### config.mk
export PLATFORM = sky130hd
export DESIGN_NAME = controlador_banco
export DESIGN_NICKNAME = d
export VERILOG_FILES = /design/src/rtl/controlador_pkg.sv /design/src/rtl/ula_controlador.sv /design/src/rtl/controlador_banco.sv
export SDC_FILE = /design/constraint.sdc
export NUM_CORES = 1
export LEC_CHECK = 0
export BUFFER_PORTS_ARGS = -buffer_cell sky130_fd_sc_hd__buf_2
export CAP_MARGIN = 20
export CORE_MARGIN = 2
export CORE_UTILIZATION = 50
export DETAILED_ROUTE_END_ITERATION = 7
export PLACE_DENSITY = 0.72
export SYNTH_ARGS = -nofsm -noshare
export SYNTH_HDL_FRONTEND = slang
export SYNTH_SLANG_ARGS = --single-unit
### constraint.sdc
create_clock -name clk -period 2.7 [get_ports clk]
set_input_delay 0.135 -clock clk [delete_from_list [all_inputs] [get_ports clk]]
set_output_delay 0.135 -clock clk [all_outputs]
set_load 0.05 [all_outputs]
### src/rtl/controlador_pkg.sv
// Shared constants for the register-bank sequencer: bank geometry, opcodes and FSM encoding.
package controlador_pkg;

    localparam int LARGURA_DADO = 16;
    localparam int LARGURA_END  = 4;
    localparam int LARGURA_IMM  = 7;
    localparam int LARGURA_OP   = 3;

    localparam logic [LARGURA_OP-1:0] OP_ADD    = 3'b000;
    localparam logic [LARGURA_OP-1:0] OP_ADDI   = 3'b001;
    localparam logic [LARGURA_OP-1:0] OP_SUB    = 3'b010;
    localparam logic [LARGURA_OP-1:0] OP_SUBI   = 3'b011;
    localparam logic [LARGURA_OP-1:0] OP_MUL    = 3'b100;
    localparam logic [LARGURA_OP-1:0] OP_CLEAR  = 3'b101;
    localparam logic [LARGURA_OP-1:0] OP_LOAD   = 3'b110;
    localparam logic [LARGURA_OP-1:0] OP_ILEGAL = 3'b111;

    typedef enum logic [2:0] {
        OCIOSO  = 3'd0,
        LEITURA = 3'd1,
        EXECUTA = 3'd2,
        ESCRITA = 3'd3,
        LIMPEZA = 3'd4
    } estado_t;

    // Second ALU operand comes from the immediate field instead of the bank.
    function automatic logic usa_imediato(input logic [LARGURA_OP-1:0] op);
        return (op == OP_ADDI) || (op == OP_SUBI) || (op == OP_LOAD);
    endfunction

endpackage

### src/rtl/ula_controlador.sv
// Combinational ALU of the bank sequencer plus the legality decode of incoming opcodes.
// CONTROLADOR_MUL_EN enables opcode 100 (MUL); without it that opcode is illegal.
module ula_controlador
    import controlador_pkg::*;
(
    input  logic [LARGURA_OP-1:0]   opcode,
    input  logic [LARGURA_DADO-1:0] a,
    input  logic [LARGURA_DADO-1:0] b,
    input  logic [LARGURA_OP-1:0]   opcode_teste,
    output logic [LARGURA_DADO-1:0] resultado,
    output logic                    estouro,
    output logic                    ilegal
);

    logic [LARGURA_DADO:0] soma;
    logic [LARGURA_DADO:0] diferenca;

    assign soma      = {1'b0, a} + {1'b0, b};
    // Zero-extended subtraction: bit 16 is the unsigned borrow (a < b).
    assign diferenca = {1'b0, a} - {1'b0, b};

`ifdef CONTROLADOR_MUL_EN
    logic [2*LARGURA_DADO-1:0] produto;

    assign produto = {{LARGURA_DADO{1'b0}}, a} * {{LARGURA_DADO{1'b0}}, b};
    assign ilegal  = (opcode_teste == OP_ILEGAL);
`else
    assign ilegal  = (opcode_teste == OP_ILEGAL) || (opcode_teste == OP_MUL);
`endif

    always_comb begin
        resultado = '0;
        estouro   = 1'b0;
        case (opcode)
            OP_ADD, OP_ADDI: begin
                resultado = soma[LARGURA_DADO-1:0];
                estouro   = soma[LARGURA_DADO];
            end
            OP_SUB, OP_SUBI: begin
                resultado = diferenca[LARGURA_DADO-1:0];
                estouro   = diferenca[LARGURA_DADO];
            end
`ifdef CONTROLADOR_MUL_EN
            OP_MUL: begin
                resultado = produto[LARGURA_DADO-1:0];
                estouro   = |produto[2*LARGURA_DADO-1:LARGURA_DADO];
            end
`endif
            OP_LOAD: begin
                resultado = b;
                estouro   = 1'b0;
            end
            default: begin
                resultado = '0;
                estouro   = 1'b0;
            end
        endcase
    end

endmodule

### src/rtl/controlador_banco.sv
// Initiator of the 16x16 register bank: accepts one instruction, reads operands,
// runs the ALU and writes the result back, or issues a bank clear.
//
// state   | meaning
// OCIOSO  | pronto=1, waiting for a handshake; illegal opcodes pulse erro here
// LEITURA | bank read addresses hold latched src1/src2, operands captured at cycle end
// EXECUTA | ALU result/flag registered into resultado/estouro
// ESCRITA | enable=1 with latched dest, concluido=1
// LIMPEZA | ativar_clear=1 for one cycle, concluido=1
module controlador_banco
    import controlador_pkg::*;
(
    input  logic                    clk,
    input  logic                    rst_n,
    input  logic                    instr_valida,
    input  logic [LARGURA_OP-1:0]   opcode,
    input  logic [LARGURA_END-1:0]  dest,
    input  logic [LARGURA_END-1:0]  src1,
    input  logic [LARGURA_END-1:0]  src2,
    input  logic [LARGURA_IMM-1:0]  imediato,
    output logic                    pronto,
    output logic [LARGURA_END-1:0]  endereco_reg1,
    output logic [LARGURA_END-1:0]  endereco_reg2,
    input  logic [LARGURA_DADO-1:0] conteudo_reg1,
    input  logic [LARGURA_DADO-1:0] conteudo_reg2,
    output logic                    enable,
    output logic [LARGURA_END-1:0]  endereco_escrita,
    output logic [LARGURA_DADO-1:0] conteudo_escrita,
    output logic                    ativar_clear,
    output logic                    concluido,
    output logic [LARGURA_DADO-1:0] resultado,
    output logic                    estouro,
    output logic                    erro
);

    estado_t                 estado;
    logic [LARGURA_OP-1:0]   op_r;
    logic [LARGURA_END-1:0]  dest_r;
    logic [LARGURA_IMM-1:0]  imm_r;
    logic [LARGURA_DADO-1:0] opnd_a;
    logic [LARGURA_DADO-1:0] opnd_b;

    logic [LARGURA_DADO-1:0] ula_resultado;
    logic                    ula_estouro;
    logic                    opcode_ilegal;

    ula_controlador u_ula (
        .opcode       (op_r),
        .a            (opnd_a),
        .b            (opnd_b),
        .opcode_teste (opcode),
        .resultado    (ula_resultado),
        .estouro      (ula_estouro),
        .ilegal       (opcode_ilegal)
    );

    always_ff @(posedge clk) begin
        if (!rst_n) begin
            estado           <= OCIOSO;
            pronto           <= 1'b1;
            enable           <= 1'b0;
            concluido        <= 1'b0;
            erro             <= 1'b0;
            // Held high through reset so the bank comes up cleared.
            ativar_clear     <= 1'b1;
            resultado        <= '0;
            estouro          <= 1'b0;
            endereco_reg1    <= '0;
            endereco_reg2    <= '0;
            endereco_escrita <= '0;
            conteudo_escrita <= '0;
            op_r             <= '0;
            dest_r           <= '0;
            imm_r            <= '0;
            opnd_a           <= '0;
            opnd_b           <= '0;
        end else begin
            enable       <= 1'b0;
            concluido    <= 1'b0;
            erro         <= 1'b0;
            ativar_clear <= 1'b0;
            case (estado)
                OCIOSO: begin
                    if (instr_valida && pronto) begin
                        op_r          <= opcode;
                        dest_r        <= dest;
                        imm_r         <= imediato;
                        endereco_reg1 <= src1;
                        endereco_reg2 <= src2;
                        if (opcode == OP_CLEAR) begin
                            estado       <= LIMPEZA;
                            pronto       <= 1'b0;
                            ativar_clear <= 1'b1;
                            concluido    <= 1'b1;
                        end else if (opcode_ilegal) begin
                            erro <= 1'b1;
                        end else begin
                            estado <= LEITURA;
                            pronto <= 1'b0;
                        end
                    end
                end
                LEITURA: begin
                    opnd_a <= conteudo_reg1;
                    opnd_b <= usa_imediato(op_r)
                              ? {{(LARGURA_DADO-LARGURA_IMM){1'b0}}, imm_r}
                              : conteudo_reg2;
                    estado <= EXECUTA;
                end
                EXECUTA: begin
                    resultado        <= ula_resultado;
                    estouro          <= ula_estouro;
                    enable           <= 1'b1;
                    concluido        <= 1'b1;
                    endereco_escrita <= dest_r;
                    conteudo_escrita <= ula_resultado;
                    estado           <= ESCRITA;
                end
                ESCRITA: begin
                    estado <= OCIOSO;
                    pronto <= 1'b1;
                end
                LIMPEZA: begin
                    estado <= OCIOSO;
                    pronto <= 1'b1;
                end
                default: begin
                    estado <= OCIOSO;
                    pronto <= 1'b1;
                end
            endcase
        end
    end

endmodule

## Word level (Yosys, flattened, before mapping)

Index checks and enable logic that the tools add are counted.

| operators by class | value |
|---|---|
| $add $sub $neg | 2 |
| multipliers | 0 |
| div/mod/pow operators | 0 |
| magnitude comparators | 0 |
| equal/unequal tests | 11 |
| shifts and indexed selects | 0 |
| muxes and demuxes | 17 |
| bitwise operators | 4 |
| reduce and logical (&&, ||, !) cells | 13 |

Operator list:

| cell | count |
|---|---|
| $pmux 16 s3 | 1 |
| $add 16x16->17 | 1 |
| $sub 16x16->17 | 1 |
| $mux 16 | 1 |
| $eq 3x3->1 const B | 4 |
| $eq 3x2->1 const B | 3 |
| $mux 3 | 3 |
| $pmux 3 s3 | 1 |
| $mux 1 | 8 |
| $eq 3x1->1 const B | 2 |
| $logic_not 3->1 | 2 |
| $pmux 1 s2 | 3 |
| $reduce_or 2->1 | 3 |
| $not 1->1 | 4 |
| $reduce_and 2->1 | 2 |
| $reduce_or 4->1 | 1 |
| $logic_or 1x1->1 | 3 |
| $ne 3x3->1 const B | 1 |
| $reduce_and 3->1 | 1 |
| $ne 2x2->1 const B | 1 |
| $logic_and 1x1->1 | 1 |

| word-level totals | value |
|---|---|
| flip-flop bits (word level) | 83 |
| bits in latches | 0 |
| bits in writable memories | 0 |
| bits in read-only memories | 0 |
| input port bits | 57 |
| output and inout bits | 50 |
| word-level logic and storage cells | 63 |
| memories kept | 0 |

## Longest topological paths before layout

| logic depth | value |
|---|---|
| depth in word-level cells | 6 |
| gate-level depth with buffers | 11 |
| depth with buffers taken out | 11 |

## Hierarchy

From an unflattened synthesis, not the netlist that was laid out.

| unflattened totals | value |
|---|---|
| cell total of the unflattened synthesis | 681 |
| area total of the unflattened synthesis | 5,097.4 µm² |

Modules (own cells, without submodules):

| module | instances | cells an instance | area each (µm²) | seq. area each (µm²) |
|---|---|---|---|---|
| controlador_banco | 1 | 394 | 3,226.8 | 1,661.6 |
| ula_controlador | 1 | 287 | 1,870.5 | 0.0 |

## Worst setup path after synthesis

Ideal clock, no wire load.

| path | value |
|---|---|
| kind | reg-to-reg |
| start | reg opnd_a[0] |
| end | reg resultado[14] |
| library setup time | 0.124 ns |
| arrival time | 2.182 ns |
| required time | 2.576 ns |
| slack | 0.394 ns |
| stages on the path, launching flop included | 12 |
| path buffers | 0 |
| clock period less this slack | 2.306 ns |
| path through | dfxtp_1 > inv_1 > ha_1 > fa_1 > nor2b_1 > o2111ai_1 > a21oi_1 > a311oi_2 > a21oi_1 > xor2_1 > a222oi_1 > o21ai_1 |

| between the ends | value |
|---|---|
| longest elaborated chain between the ends | 2 |
| elaborated cells on any way between the ends | 3 |
| classes of those cells | 2 x add/sub; 1 x mux |

Ends and longest elaborated chain:

| item | line | text |
|---|---|---|
| start: declaration | controlador_banco.sv:40 | `logic [LARGURA_DADO-1:0] opnd_a;` |
| start signal: assignment | controlador_banco.sv:104 | `opnd_a <= conteudo_reg1;` |
| $sub 16x16->17 or $add 16x16->17 (tied branches) | ula_controlador.sv:20, ula_controlador.sv:18 |  |
| $pmux 16 s3 (*) | ula_controlador.sv:34 | `case (opcode)` |
| end signal: assignment | controlador_banco.sv:111 | `resultado <= ula_resultado;` |
| end: declaration | controlador_banco.sv:31 | `output logic [LARGURA_DADO-1:0] resultado,` |

Every way passes the cells marked *; elsewhere a longest branch is shown, timed or not.
A chain may end at the register's enable or synchronous reset.

## Worst setup path in the final report

| path | value |
|---|---|
| start | reg opnd_b[5] |
| end | reg resultado[14] |

| between the ends | value |
|---|---|
| longest elaborated chain between the ends | 2 |
| elaborated cells on any way between the ends | 3 |
| classes of those cells | 2 x add/sub; 1 x mux |

Ends and longest elaborated chain:

| item | line | text |
|---|---|---|
| start: declaration | controlador_banco.sv:41 | `logic [LARGURA_DADO-1:0] opnd_b;` |
| start signal: assignment | controlador_banco.sv:105 | `opnd_b <= usa_imediato(op_r)` |
| $sub 16x16->17 or $add 16x16->17 (tied branches) | ula_controlador.sv:20, ula_controlador.sv:18 |  |
| $pmux 16 s3 (*) | ula_controlador.sv:34 |  |

Marks and branches as above.

==> metrics <==
mux cell area share after synthesis=2.02%; Post-Syn Instances=628; Mapped Avg Cell Area=7.99 sq um; wire length on met1=5.94 mm; Met2 Wirelength=5.96 mm; CTS Buf Count=9; largest net degree at the start of global routing=63; top-count cell post-synth=nand2_1; Pwr Total=3330 uW; Slew Viols, Final=0; Area growth syn-to-layout=17.4%; Post-route DRC=0; Compound-Gate Fraction of Synth Area=25.9%; post-route clock skew=0.0155 ns; peak supply drop=0.269 mV; Crit-path slowest cell=ha_1; TritonCTS clock tree=built; clock latency on the worst-skew pair=0.37 ns; highest clock rate=395 MHz; Crit path required time=2.97 ns; die width=104 microns; min Tclk post-route=2.53 ns; CP Cell Sequence=inv_1, ha_1, nor2_1, a221o_1, o21ai_2, a21oi_2, a221oi_4, mux2i_1, a22oi_1, o21ai_1; critical path startpoint category=register; worst-margin pin slew=0.956 ns; PwrDens=565 mW/mm^2; fin util=60.2%; top cells by area, synth=dfxtp_1 (33%), nand2_1 (9.0%), ha_1 (8.0%), a21boi_0 (7.8%), nor2_1 (2.8%); CTS Buffer Depth=2; vias per std cell=5.43; layout cells sized above 1=22.9%; DP Area=0.00558 sq mm; outcome=finished, final reports clean; commonest cells in the netlist=nand2_1 (120), dfxtp_1 (83), a21boi_0 (52), nor2_1 (38), inv_1 (34); largest family of logic cells by synthesized area=compound AO/OA/AOI/OAI gates; Seq cells post-synth=83; vias in the first global route=4451; Synth Area in Simple Gates=19.7%; Post-synth ARST share=0%; sequential cell area=0.00166 sq mm; endpoint class of the critical path=register; endpoints failing setup=0; Slew HR=36.1%; Worst Path Buf+Inv=1; clk root buf=clkbuf_8; worst hold path class=in2reg; GPL Wtd Cong=0.917; Total Neg Setup Slack=0 ns; Port Buffer Count=106; area share of the largest cell type after synthesis=33.1%; die area=0.0108 sq mm; vias=4636; CP Class=reg2reg; Initial Util=51.3%; CP top delay family=compound AO/OA/AOI/OAI gates; floorplan row count=36; Die Ht=104 microns; Synth Warn #=0; area leader, netlist=dfxtp_1; Overall Global Routing Usage=25.0%; Final #Nets=806; register area share after synthesis=33.1%; Routed WL per cell=15.4 microns; I/O pin total=107; CTS Sinks=83; H-Tree Depth=3; grt ovf=0; core area=0.00977 sq mm; Post-synth EDFFs=0; Pre-Repair DR Iteration Count=5; Mapped Area=0.00502 sq mm; top layer used by detailed routing=met4; met3 routed WL=997 microns; Post-Synth Adder-Cell Area=8.78%; max-cap violation count=0; DP HPWL=9.59 mm; first-pass GRT wire length=22.1 mm; final hold vios=0; initial DRC count=267; Static Leak=0.00267 uW; post-synthesis xor/xnor area fraction=2.44%; crit share post-route=93.7%; Multi-input gate area=0.00301 sq mm; fillers=908; total routed wirelength=13.1 mm; Max stage delay on crit path=0.51 ns; dominant synthesized flop cell=dfxtp_1; Synthesized Nets=719; initial antenna violation count=0; Ant. Diodes=0; ANT nets after route=0; number of distinct library cells after synthesis=67; CP max FO=9; crit path DAT=2.80 ns; Design Area, Final=0.00589 sq mm; Clock Pin Slew Worst Setup and Hold Paths=0.10 ns
-- placed cells by master (no fill, tap or decap), drive strengths merged, types with 9 or more instances in the layout --
master / instances
nor2b: 10
o211a: 9
inv: 40
nand2: 120
a22oi: 13
a21oi: 31
nor2: 39
xnor2: 10
o21ai: 27
dfxtp: 83
buf: 124
nand3: 16
clkbuf: 9
nand2b: 9
mux2i: 9
a21boi: 52
ha: 32
nor3: 9
-- repair_timing --
| item | 4_1_cts | 5_1_grt |
|---|---|---|
| resized for setup | 0 | 10 |
| hold buffers | 3 | 0 |
| endpoints found under the hold margin | 3 | 0 |
| endpoints found under the setup margin | 0 | 7 |
| setup buffers | 0 | 3 |
-- registers in the layout, indices dropped and copies added, names as in the netlist, 4 cells and up --
register          cells
endereco_reg1         4
imm_r                 7
endereco_reg2         4
resultado            16
opnd_b               16
dest_r                4
endereco_escrita      4
opnd_a               16
-- tightest hold or removal path: cells and delay by family --
kind,cells,cell delay (ns)
and+or+nand+nor,1,0.04
buffers and inverters,1,0.10
AOI/OAI and AO/OA,1,0.06
-- power by group --
| group | internal (uW) | switching (uW) |
|---|---|---|
| combinational | 373 | 621 |
| sequential | 1300 | 61.2 |
| clock | 447 | 524 |
| total | 2120 | 1210 |
-- cell type report --
class / instances / share of cell area, %
Timing Repair Buffer: 127 / 12.0
Multi-Input combinational cell: 458 / 51.1
Tap cell: 133 / 2.83
Sequential cell: 83 / 28.2
Inverter: 36 / 2.29
Clock buffer: 9 / 2.10
Clock inverter: 7 / 1.42
-- routing by layer --
metal | vias up | GRT usage, %
li1 | 2323 | -
met1 | 2114 | 33.7
met2 | 181 | 39.8
met3 | 18 | 5.08
met4 | 0 | 8.59
met5 | - | 0
-- cell families after synthesis --
logic type / Yosys count
simple gates: 223
mux: 10
compound gates: 177
fa+ha+maj: 34
buf+inv: 87
flops: 83
xor+xnor: 14
-- per-stage QoR --
step	std cells	hold WS [ns]	setup slack, ns
after global placement	831	0.350	0.169
after detailed placement	831	0.370	0.128
after floorplan	628	0.211	0.394
final	853	0.00933	0.170
after global routing	853	0.0108	-0.0107
after CTS	850	0.000337	0.105
-- path summary, 6_finish.rpt --
kind / from / depth (start not counted) / end / slack, ns
worst max-delay path: opnd_b[5] / 10 / resultado[14] / 0.17
worst max register to register: opnd_b[5] / 10 / resultado[14] / 0.17
worst min-delay path: dest[3] / 3 / dest_r[3] / 0.009
worst min register to register: imm_r[4] / 2 / imm_r[4] / 0.47
No activity file was read; power rests on OpenSTA's default activity.
